## config.mk

```make
export PLATFORM = sky130hd
export DESIGN_NAME = mmio_iou_n
export DESIGN_NICKNAME = d
export VERILOG_FILES = /design/src/rtl/mmio_iou_n.sv
export SDC_FILE = /design/constraint.sdc
export NUM_CORES = 1
export LEC_CHECK = 0
export CORE_MARGIN = 4
export CORE_UTILIZATION = 38
export DETAILED_ROUTE_END_ITERATION = 12
export GPL_TIMING_DRIVEN = 0
export PLACE_DENSITY = 0.68
export SLEW_MARGIN = 20
export SYNTH_ARGS = -nofsm -noshare
export SYNTH_HDL_FRONTEND = slang
export SYNTH_SLANG_ARGS = --single-unit
```

## constraint.sdc

```tcl
create_clock -name clk -period 2.7 [get_ports clk]
set_input_delay 0.405 -clock clk [delete_from_list [all_inputs] [get_ports clk]]
set_output_delay 0.405 -clock clk [all_outputs]
set_load 0.02 [all_outputs]
```

## src/rtl/mmio_iou_n.sv

```systemverilog
// Memory-mapped I/O unit: LEDs, switches, debounced buttons, hex display, optional cycle counter.
// Latency: writes visible one edge after io_we, reads combinational, button-to-pulse DB_CYC+3 edges.
// Flow control: swx_vld/seg_rdy flags are set by button pulses and cleared by CPU read/write. Optional macro: IOU_CYCLE_CNT_EN.
module mmio_iou_n #(
  parameter int SW_W   = 16,
  parameter int LED_W  = 16,
  parameter int NBTN   = 2,
  parameter int DB_CYC = 100000
) (
  input  logic             clk,
  input  logic             rstn,
  input  logic [31:0]      io_addr,
  input  logic [31:0]      io_dout,
  input  logic             io_we,
  input  logic             io_rd,
  output logic [31:0]      io_din,
  input  logic [SW_W-1:0]  sw,
  input  logic [NBTN-1:0]  btn,
  output logic [LED_W-1:0] led,
  output logic [31:0]      hex_data,
  output logic             swx_vld,
  output logic             seg_rdy
);

  localparam int CW = $clog2(DB_CYC);
  localparam logic [CW-1:0] CNT_MAX = CW'(DB_CYC - 1);

  localparam logic [2:0] OFF_LED      = 3'd0;
  localparam logic [2:0] OFF_SWX_VLD  = 3'd1;
  localparam logic [2:0] OFF_SWX_DATA = 3'd2;
  localparam logic [2:0] OFF_SEG_RDY  = 3'd3;
  localparam logic [2:0] OFF_SEG_DATA = 3'd4;
  localparam logic [2:0] OFF_CYCLES   = 3'd5;
  localparam logic [2:0] OFF_BTN_LVL  = 3'd6;
  localparam logic [2:0] OFF_BTN_EVT  = 3'd7;

  logic [2:0] off;
  assign off = io_addr[4:2];

  // Only the word offset is decoded; the remaining address bits are don't-care.
  logic unused_addr;
  assign unused_addr = ^{io_addr[31:5], io_addr[1:0]};

  logic [NBTN-1:0] sync1, sync2, stable, stable_d, pulse;
  logic [CW-1:0]   db_cnt [NBTN];

  logic [LED_W-1:0] led_q;
  logic [31:0]      hex_q;
  logic [SW_W-1:0]  swx_dat;
  logic             swx_vld_q;
  logic             seg_rdy_q;
  logic [NBTN-1:0]  btn_evt;
  logic [31:0]      cycle_val;

  // Synchronise, debounce and edge-detect every button; pulse is a registered one-cycle 0->1 strobe.
  always_ff @(posedge clk) begin
    if (!rstn) begin
      sync1    <= '0;
      sync2    <= '0;
      stable   <= '0;
      stable_d <= '0;
      pulse    <= '0;
      for (int i = 0; i < NBTN; i++) db_cnt[i] <= '0;
    end else begin
      sync1    <= btn;
      sync2    <= sync1;
      stable_d <= stable;
      pulse    <= stable & ~stable_d;
      for (int i = 0; i < NBTN; i++) begin
        if (sync2[i] != stable[i]) begin
          if (db_cnt[i] == CNT_MAX) begin
            stable[i] <= ~stable[i];
            db_cnt[i] <= '0;
          end else begin
            db_cnt[i] <= db_cnt[i] + 1'b1;
          end
        end else begin
          db_cnt[i] <= '0;
        end
      end
    end
  end

  // CPU-visible registers; pulse sets beat read-clears, but a SEG_DATA write beats the ack set.
  always_ff @(posedge clk) begin
    if (!rstn) begin
      led_q     <= '0;
      hex_q     <= '0;
      swx_dat   <= '0;
      swx_vld_q <= 1'b0;
      seg_rdy_q <= 1'b1;
      btn_evt   <= '0;
    end else begin
      if (io_we && off == OFF_LED) led_q <= io_dout[LED_W-1:0];

      if (io_we && off == OFF_SEG_DATA) begin
        hex_q     <= io_dout;
        seg_rdy_q <= 1'b0;
      end else if (pulse[1]) begin
        seg_rdy_q <= 1'b1;
      end

      if (pulse[0]) begin
        swx_dat   <= sw;
        swx_vld_q <= 1'b1;
      end else if (io_rd && off == OFF_SWX_DATA) begin
        swx_vld_q <= 1'b0;
      end

      if (io_rd && off == OFF_BTN_EVT) btn_evt <= pulse;
      else                             btn_evt <= btn_evt | pulse;
    end
  end

`ifdef IOU_CYCLE_CNT_EN
  logic [31:0] cycle_q;

  // Free-running cycle counter, wraps naturally at 2^32.
  always_ff @(posedge clk) begin
    if (!rstn) cycle_q <= '0;
    else       cycle_q <= cycle_q + 32'd1;
  end

  assign cycle_val = cycle_q;
`else
  assign cycle_val = '0;
`endif

  // Read mux: combinational view of current register state, zero-extended.
  always_comb begin
    io_din = '0;
    case (off)
      OFF_LED:      io_din[LED_W-1:0] = led_q;
      OFF_SWX_VLD:  io_din[0]         = swx_vld_q;
      OFF_SWX_DATA: io_din[SW_W-1:0]  = swx_dat;
      OFF_SEG_RDY:  io_din[0]         = seg_rdy_q;
      OFF_SEG_DATA: io_din            = hex_q;
      OFF_CYCLES:   io_din            = cycle_val;
      OFF_BTN_LVL:  io_din[NBTN-1:0]  = stable;
      OFF_BTN_EVT:  io_din[NBTN-1:0]  = btn_evt;
    endcase
  end

  assign led      = led_q;
  assign hex_data = hex_q;
  assign swx_vld  = swx_vld_q;
  assign seg_rdy  = seg_rdy_q;

endmodule

```

Word-level counts from Yosys, hierarchy flattened
Memories as Yosys holds them, arrays and structs flattened.
Index checks and enable logic that the tools add are counted.
{ "classes": {"n_eq_ne": 11, "bitwise": 11, "add_sub_neg": 2, "muxes": 38, "reduce_logical": 9} }
{ "ops": {"columns": ["cell", "n"], "rows": [
  ["two-way mux 17 bit", 6],
  ["case mux 14 bit (3 select lines)", 1],
  ["adder 17 x 1 -> 17 bit, second input constant", 2],
  ["equality test 17 bit, second input constant", 2],
  ["two-way mux 1 bit", 27],
  ["two-way mux 16 bit", 1],
  ["equality test 3 bit, second input constant", 4],
  ["case mux 1 bit (8 select lines)", 1],
  ["equality test 3 x 2 -> 1 bit, second input constant", 2],
  ["bitwise OR 1 bit", 6],
  ["case mux 1 bit (5 select lines)", 1],
  ["logical AND 1 bit", 4],
  ["AND reduction 2 bit", 2],
  ["nonzero test 2 bit", 2],
  ["equality test 3 x 1 -> 1 bit, second input constant", 1],
  ["zero test 3 bit", 1],
  ["bitwise AND 2 bit", 1],
  ["two-way mux 2 bit", 1],
  ["inequality test 1 bit", 2],
  ["inverter 1 bit", 2],
  ["inverter 2 bit", 1],
  ["bitwise OR 2 bit", 1]
]} }
{ "word_totals": {"out_inout_bits": 82, "elab_cells": 84, "n_memories": 1, "mem_bits_rw": 34, "in_bits": 86, "ff_bits": 78} }
{ "mem_list": {"columns": ["name", "depth", "word_bits", "rd", "rd_ports_with_merged_regs", "write_ports", "line_no", "text"], "rows": [
  ["db_cnt", 2, 17, 2, 0, 2, "45", "logic [CW-1:0] db_cnt [NBTN];"]
]} }

Depth between registers and ports, before layout
Gate-level depths: netlist of the first run.
An unclocked memory read counts as a cell.
{ "depth": {"depth_word": 9, "depth_mapped": 7, "mapped_depth_nobuf": 5} }

Worst setup path after synthesis of the first run
Ideal clock, no wire load.
{ "synth_path": {"path_type": "input to output", "startpoint": "input port io_addr[3]", "endpoint": "output port io_din[0]", "n_path_buf": 2, "stages": 5, "required_time_ps": 2295, "t_arrival_ps": 1725, "path_slack_ps": 570, "path_cell_list": "clkbuf_1 > buf_1 > mux4_2 > nor2_1 > a21oi_1"} }
{ "synth_between": {"elab_chain_cells": 2, "word_cells_on_any_way": 9, "cone_classes": "eq/ne: 7; mux: 1; reduce/logical: 1"} }
{ "synth_lines": {"columns": ["item", "line_no", "text"], "rows": [
  ["start: declaration", "12", "input logic [31:0] io_addr,"],
  ["equality test 3 bit (tied with other cells)", "132", "case (off)"],
  ["case mux 1 bit (8 select lines) *", "132", null],
  ["end: declaration", "16", "output logic [31:0] io_din,"]
]} }
Mark *: on every way between the ends. The rest lies on a longest branch, timed or not.

Final worst setup path of the first run
{ "layout_path": {"startpoint": "input port io_addr[2]", "endpoint": "output port io_din[4]"} }
{ "layout_between": {"elab_chain_cells": 2, "word_cells_on_any_way": 4, "cone_classes": "eq/ne: 2; mux: 1; reduce/logical: 1"} }
{ "layout_lines": {"columns": ["item", "line_no"], "rows": [
  ["equality test 3 bit (tied with other cells)", "132"],
  ["case mux 14 bit (3 select lines) *", "132"]
]} }
Marked as above.

==> results, run 1 <==
- The latest clock arrival within the worst-skew pair is 0.35 ns.
- The worst register-to-register path has a setup slack of 0.44 ns.
- After synthesis, the mean cell area works out to 9.19 µm².
- After synthesis, the cell types taking the most area are sky130_fd_sc_hd__dfxtp_1 (30%), sky130_fd_sc_hd__edfxtp_1 (19%), sky130_fd_sc_hd__nand2_1 (7.8%), sky130_fd_sc_hd__mux2i_1 (5.9%), sky130_fd_sc_hd__a21boi_0 (5.4%).
- No sink is reached through more buffers than the 2 on the longest clock path.
- The critical register-to-register path endpoint is db_cnt[1][11]$_SDFFCE_PP0P_.
- The remaining number of nets flagged by the antenna check after routing is 0.
- For this design the ratio of total power to cell area is 477 nW/µm².
- The first-pass GRT wire length is 22.7 mm.
- The horizontal die dimension is 126 µm.
- The worst setup path is of the in -> out kind.
- The hold violation total from the final report is 0.
- The number of nets at the end of the flow is 840.
- The peak supply drop is 257 µV.
- The clock network fraction of design power is 38.7%.
- Cells with a size suffix above 1 make up 5.42% of the layout.
- The pre-antenna-repair detailed-routing pass consisted of 5 iterations.
- Setup repair after global routing left no endpoint under its margin.
- The starting density of the core is 39.2%.
- The post-route worst hold slack is 0.385 ns.
- The placement row count is 42.
- The largest clock skew in the final design is 0.00559 ns.
- The global routing usage summed across all routing layers is 17.7%.
- In the final routed layout, each cell accounts on average for 14.9 µm.
- The die covers 15800 µm².
- The height of the chip is 126 µm.
- For this design the total switching power over the nets is 785 µW.
- The number of max-slew violations in the final report is 0.
- After technology mapping, the gate count stands at 571.
- The growth of design area from synthesis to finish is 39.1%.
- The number of antenna diodes in the final layout is 0.
- Dividing the detail-routed via count by the number of cells gives 4.85.
- The floorplan step defined a core boundary enclosing 13400 µm².
- Among all flip-flop cells after synthesis, the most frequent one is sky130_fd_sc_hd__dfxtp_1.
- The top achievable clock speed is 380 MHz.
- The distinct cell type count after synthesis is 41.
- Counting flops with a built-in enable in the synthesized netlist gives 34.
- During synthesis, Yosys emitted a total of 0 warnings.
- For the finished layout, the period the worst path requires is 2.63 ns.
- For the pin with the worst max-slew slack, the measured transition is 0.802 ns.
- The largest net degree at the start of global routing is 18.
- The worst min-delay path category is reg -> reg.
- The post-detailed-placement half-perimeter wirelength is 10.5 mm.
- Of the total power, the share spent switching nets is 22.5%.
- For this block, the routed nets add up to 13.9 mm of wire.
- The count of buffers from port buffering is 136.
- The share of the clock period used by the worst path after layout is 97.6%.
- The power after layout is 3480 µW.
- The critical-path maximum fanout is 10.
- The number of clock buffers inserted by TritonCTS is 9.
- TritonCTS built the clock tree.
- The number of hold-repair buffers added at the cts stage is 0.
- The worst-case headroom to the max-slew limit is 46.4%.
- The leakage component of the power is 0.00254 µW.
- The remaining design rule violation count is 0.
- CTS placed an instance of sky130_fd_sc_hd__clkbuf_16 at the clock tree root.
- The tool flagged a number of max-cap violations equal to 0.
- The detailed router finished its first iteration with 272 violations.
- For the worst flop-to-flop path, the logic depth is 7.
- The number of synthesized register bits is 112.
- The vias after detailed routing is 4525.
- The most area-hungry cell type in the Yosys netlist is sky130_fd_sc_hd__dfxtp_1.
- The number of endpoints failing setup at the final stage is 0.
- In this run the count of I/O pins placed on the die edge is 168.
- The synthesized netlist occupies a cell area of 5250 µm².
- The worst register-to-register path begins at db_cnt[1][0]$_SDFFCE_PP0P_.
- Data arrives at the worst endpoint at 2.23 ns.
- Combinational cells account for 9.3% of the total power.
- The clock drives 112 sinks.
- The start point of the worst min-delay path is stable_d[0]$_SDFF_PN0_.
- Counting flops with an async set or reset pin after synthesis yields a share of 0%.
- The initial antenna violation count was 0.
- Summed over all layers, the global routing overflow is 0.
- Data on the critical path is required at its endpoint by 2.30 ns.
- The startpoint class of the critical path is a primary input.
- The number of global-route vias before repair was 4507.
- The endpoint class of the critical path is an output pin.
- The sequential cell area fraction in the yosys report is 49.2%.
- The flow ran to the end, and the final reports show no timing, DRC or antenna violations.
- The share of the synthesized area in the top cell type is 29.7%.
- After filler insertion, the fill cell instance count of the layout stands at 1202.
- Along the worst hold path, the cell count comes to 1.
- The clock tree synthesis step divided the H-tree into 3 levels.
- The post-route core utilization is 54.5%.
- The final RePlAce weighted congestion is 0.806.
- The cell-internal power is 2700 µW.
- The clock-pin slew on the worst setup and hold paths is 0.07 ns.
- The relative contribution of sequential cells to total power is 52.0%.
- The path with the worst hold slack has its endpoint at pulse[0]$_SDFF_PN0_.
[worst max-delay path, stage by stage]
cell and delay [ns]:
sky130_fd_sc_hd__clkdlybuf4s50_1 0.51, sky130_fd_sc_hd__clkbuf_2 0.25, sky130_fd_sc_hd__clkbuf_2 0.25, sky130_fd_sc_hd__nor2_1 0.18, sky130_fd_sc_hd__clkdlybuf4s50_1 0.62
[final cells by class]
type                    count  area (µm²)  share of cell area, %
plain buffers              32         165                   2.26
clock buffers              15         299                   4.10
clock inverters             1        7.51                  0.103
inverters                  10        37.5                  0.514
multi-input cells         450        2620                   35.9
flip-flops and latches    112        2580                   35.4
well taps                 176         220                   3.02
repair buffers            137        1370                   18.8
[cells in the final DEF, fill, tap and decap left out, types with 2 or more instances in the layout]
master and count:
sky130_fd_sc_hd__nor2_1 72, sky130_fd_sc_hd__mux4_2 2, sky130_fd_sc_hd__clkbuf_8 3, sky130_fd_sc_hd__or4bb_1 2, sky130_fd_sc_hd__a21oi_1 18, sky130_fd_sc_hd__or3_1 2, sky130_fd_sc_hd__clkbuf_4 3, sky130_fd_sc_hd__a21boi_1 10
sky130_fd_sc_hd__ha_1 2, sky130_fd_sc_hd__nand4_1 12, sky130_fd_sc_hd__a21boi_0 38, sky130_fd_sc_hd__nor4_1 14, sky130_fd_sc_hd__edfxtp_1 34, sky130_fd_sc_hd__nor3_1 4, sky130_fd_sc_hd__or4_1 2, sky130_fd_sc_hd__and2_1 21
sky130_fd_sc_hd__clkdlybuf4s50_1 135, sky130_fd_sc_hd__xnor2_1 24, sky130_fd_sc_hd__xor2_1 8, sky130_fd_sc_hd__inv_1 10, sky130_fd_sc_hd__clkbuf_16 10, sky130_fd_sc_hd__conb_1 34, sky130_fd_sc_hd__nand3_1 11, sky130_fd_sc_hd__dfxtp_1 78
sky130_fd_sc_hd__nand2_1 109, sky130_fd_sc_hd__nor2b_1 19, sky130_fd_sc_hd__o21ai_0 3, sky130_fd_sc_hd__clkbuf_1 16, sky130_fd_sc_hd__buf_2 6, sky130_fd_sc_hd__clkbuf_2 6, sky130_fd_sc_hd__mux2i_1 31
[worst max path at each step]
stage / start / end / depth (start not counted)
after floorplan: io_addr[3] / io_din[0] / 5
after global placement: io_addr[4] / io_din[3] / 7
after detailed placement: io_addr[4] / io_din[4] / 7
after CTS: io_addr[4] / io_din[4] / 7
after global routing: io_addr[2] / io_din[4] / 5
final: io_addr[2] / io_din[4] / 5
[flip-flops by register name, indices dropped and copies added (netlist names)]
name      cells
stable        2
seg_rdy       1
swx_vld       1
led          16
hex_data     32
swx_dat      16
pulse         2
sync1         2
btn_evt       2
sync2         2
stable_d      2
db_cnt       34
[power by group through the flow]
stage	clock, µW	combinational [µW]	sequential, µW
3_5_place_dp	0	318	1850
2_1_floorplan	0	133	1860
3_3_place_gp	0	316	1850
4_1_cts	1380	324	1810
6_report	1350	325	1810
5_1_grt	1460	352	1820
[kinds of logic (layout without fill, tap and decap cells)]
group,count (synthesis),after routing,share of synthesized area (%)
and+or+nand+nor,277,277,25.0
DFF,112,112,49.2
AOI/OAI and AO/OA,71,71,9.42
buffers and inverters,42,195,3.53
muxes,34,34,6.98
xor gates and xnor gates,32,32,5.34
adders and majority gates,2,2,0.477
other,1,34,0.0714
[metrics by stage]
stage	std cells	cell area [µm²]	setup slack [ns]	TNS, ns
global route	933	7300	0.0148	0
CTS	933	7290	0.00253	0
floorplan	604	5370	0.570	0
finish	933	7300	0.0656	0
global placement	916	6950	-0.399	-5.89
detailed placement	916	6950	-0.401	-6.42
[what timing repair did]
action                                  in CTS  in global routing
endpoints found under the hold margin        0                  0
pin swaps                                    1                  0
buffers inserted                             1                  0
endpoints found under the setup margin      26                 25
resized for setup                            8                 12
[synthesized netlist by cell type, drive strengths merged, types with 2 or more instances]
master,instances
a21boi,48
a21oi,18
and2,21
buf,10
clkbuf,22
dfxtp,78
edfxtp,34
ha,2
inv,10
mux2i,31
mux4,2
nand2,109
nand3,12
nand4,12
nor2,72
nor2b,20
nor3,4
nor4,14
o21ai,3
or3,2
or4,3
or4bb,2
xnor2,24
xor2,8
[metal layers]
metal  GRT usage [%]  wire length [µm]
met4            7.08               289
met2            29.7              6670
met1            22.6              6070
met3            3.20               827
met5               0                 0
Power figures use the tool's default switching activity.
==> inputs of run 2 (changes only) <==
CELL_PAD_IN_SITES_DETAIL_PLACEMENT = 0   (was not set)
CELL_PAD_IN_SITES_GLOBAL_PLACEMENT = 1   (was not set)
CORE_UTILIZATION = 34   (was 38)
PLACE_DENSITY = not set   (was 0.68)
PLACE_DENSITY_LB_ADDON = 0.1   (was not set)
==> run 2 against run 1 <==
Net effect:
- fmax increased by 0.61%
- total power down 2.8%
- global-route usage down 1.0 points
- clock-buffer cell count down 5
- combinational power barely moved
- worst setup slack better by 0.016 ns
- hold slack better by 0.0011 ns
- sequential share of layout area is 0.061 points higher
- clock skew is 0.0013 ns higher
- non-clock buffer count unchanged
- critical path type unchanged
- largest cell class unchanged
==> results, run 2 (synthesis gave the netlist of run 1 again) <==
- The run finished with clean final reports.
- The number of design-rule violations left by the first detailed-router iteration is 182 (-33%).
- The path type of the worst setup path is in -> out.
- The power density relative to cell area came to 464 nW/µm² (-2.7%).
- The worst min-delay path category is reg -> reg.
- The post-detailed-placement half-perimeter wirelength is 11.0 mm (+4.5%).
- The starting density of the core is 34.7% (-4.5 points).
- The latest clock arrival within the worst-skew pair is 0.35 ns (about the same).
- The count of buffers from port buffering is 136 (unchanged).
- The number of max-slew violations in the final report is 0 (unchanged).
- The critical path goes through clkdlybuf4s50_1 -> clkbuf_2 -> clkbuf_4 -> nor2_1 -> clkdlybuf4s50_1.
- The number of iterations in the first detailed-routing pass is 6 (+1).
- The number of endpoints failing setup at the final stage is 0 (unchanged).
- The placement row count was 45 (+7.1%).
- The vias after detailed routing was 4438 (-1.9%).
- The non-filler instance count after layout is 945 (+1.3%).
- The critical-path maximum fanout is 10 (unchanged).
- CTS placed an instance of sky130_fd_sc_hd__clkbuf_16 at the clock tree root.
- The required time at the endpoint of the critical path is 2.30 ns (about the same).
- The overflow left after global routing is 0 (unchanged).
- The peak supply drop came to 396 µV (+54%).
- The minimum period implied by the final worst setup slack is 2.62 ns (-0.0159 ns).
- The proportion of layout cells with a drive suffix above 1 is 5.28% (-0.13 points).
- db_cnt holds more flip-flops than any other register.
- The leakage component of the power is 0.00254 µW (about the same).
- The library cell contributing the largest single delay on the critical path is sky130_fd_sc_hd__clkdlybuf4s50_1.
- The data arrival time of the critical path was 2.21 ns (-0.02 ns).
- The number of hold-repair buffers added at the cts stage is 0 (unchanged).
- The global routing usage summed across all routing layers was 16.7% (-1.0 points).
- The height of the chip was 132 µm (+5.4%).
- TritonCTS built the clock tree.
- In this design, the critical path's most frequently occurring cell is sky130_fd_sc_hd__clkdlybuf4s50_1.
- The slew of the pin with the lowest slew margin is 0.800 ns (-0.00277 ns).
- The delay of the slowest cell on the worst path is 0.63 ns (about the same).
- The startpoint class of the critical path is a primary input.
- The summed area of non-filler cells in the final layout is 7290 µm² (-0.17%).
- The first-pass GRT wire length was 23.3 mm (+2.5%).
- The horizontal die dimension is 132 µm (+5.4%).
- The die footprint was 17500 µm² (+11%).
- The number of antenna cells inserted is 0 (unchanged).
- The per-cell routed wire length was 15.4 µm (+3.5%).
- The commonest non-fill, non-tap cell in the layout is sky130_fd_sc_hd__clkdlybuf4s50_1.
- The remaining number of nets flagged by the antenna check after routing is 0 (unchanged).
- The post-detailed-placement cell area is 6970 µm² (+0.22%).
- The number of clock buffers inserted by TritonCTS is 9 (unchanged).
- The worst-case headroom to the max-slew limit is 46.7% (+0.32 points).
- The largest buffer count on any clock path is 2 (unchanged).
- The overall routed net length is 14.5 mm (+4.9%).
- The top achievable clock speed is 382 MHz (+0.61%).
- The floorplan core area came to 15100 µm² (+13%).
- The max-capacitance violation count is 0 (unchanged).
- The flip-flop count of the largest register after layout was 34 (unchanged).
- The final RePlAce weighted congestion is 0.805 (-0.15%).
- The number of levels in the clock H-tree is 3 (unchanged).
- The count of fill cells added during filler insertion was 1458 (+21%).
- The largest clock skew in the final design is 0.00690 ns (+0.00131 ns).
- The number of top-level pins is 168 (unchanged).
- The growth of design area from synthesis to finish is 38.9%.
- The number of sinks on the clock net was 112 (unchanged).
- The number of cells after detailed placement is 928 (+1.3%).
- The largest net degree at the start of global routing was 20 (+2).
- Leaving out fill and tap cells, the most frequent cells in the layout are sky130_fd_sc_hd__clkdlybuf4s50_1 (134), sky130_fd_sc_hd__nand2_1 (109), sky130_fd_sc_hd__dfxtp_1 (78).
- The endpoint class of the critical path is an output pin.
- The via density per instance is 4.70 (-3.2%).
- The number of nets at the end of the flow is 840 (unchanged).
- The initial antenna violation count came to 0 (unchanged).
- The remaining design rule violation count is 0 (unchanged).
- The hold violation total from the final report is 0 (unchanged).
- The clock-pin slew on the worst setup and hold paths is 0.08 ns (about the same).
- The share of the clock period used by the worst path after layout is 97.0% (-0.59 points).
- The number of global-route vias before repair is 4251 (-5.7%).
==> run 2: layout make-up <==
class / count / area [µm²] / share of cell area [%]
clock buffers: 10 / 229 / 3.14
well taps: 188 / 235 / 3.23
inverters: 10 / 37.5 / 0.515
flip-flops and latches: 112 / 2580 / 35.4
plain buffers: 32 / 169 / 2.32
multi-input cells: 450 / 2620 / 35.9
repair buffers: 137 / 1370 / 18.8
clock inverters: 6 / 43.8 / 0.601
==> run 2: through the flow <==
step	setup slack [ns]	util (%)	total power, µW	hold WS, ns	setup TNS [ns]
after floorplan	0.570	-	1990	0.368	0
after global placement	-0.444	46.0	2170	0.372	-6.64
after detailed placement	-0.461	46.0	2170	0.375	-7.45
after CTS	0.0176	48.0	3440	0.388	0
after global routing	-0.00626	48.1	3540	0.404	-0.00626
final	0.0814	48.1	3390	0.386	0
==> run 2: per-layer routing <==
layer | GRT usage [%] | part of all wire [%] | wire [µm] | vias up
li1 | - | - | - | 2258
met4 | 3.12 | 0.70 | 101 | 0
met1 | 21.8 | 46 | 6650 | 2065
met2 | 28.1 | 48 | 7020 | 106
met3 | 4.31 | 5.3 | 767 | 9
met5 | 0 | 0 | 0 | -
==> run 2: worst max-delay path: cells and delay by family <==
| kind | cells | cell delay [ns] |
|---|---|---|
| buffers and inverters | 4 | 1.65 |
| and+or+nand+nor | 1 | 0.16 |
==> run 2: path summary, 6_finish.rpt <==
| kind | slack [ns] | endpoint | depth (start not counted) | start |
|---|---|---|---|---|
| worst min register to register | 0.39 | pulse[1]$_SDFF_PN0_ | 1 | stable_d[1]$_SDFF_PN0_ |
| worst max register to register | 0.43 | db_cnt[1][10]$_SDFFCE_PP0P_ | 7 | db_cnt[1][0]$_SDFFCE_PP0P_ |
| worst min-delay path | 0.39 | pulse[1]$_SDFF_PN0_ | 1 | stable_d[1]$_SDFF_PN0_ |
| worst max-delay path | 0.08 | io_din[3] | 5 | io_addr[2] |
==> run 2: where the power goes <==
group / internal, µW / switching (µW)
clock: 633 / 617
sequential: 1770 / 38.7
combinational: 168 / 158
total: 2570 / 813
==> run 2: repair_timing <==
item	CTS	global route
resized for setup	11	8
buffers inserted	1	0
pin swaps	1	0
setup endpoints to repair	26	12
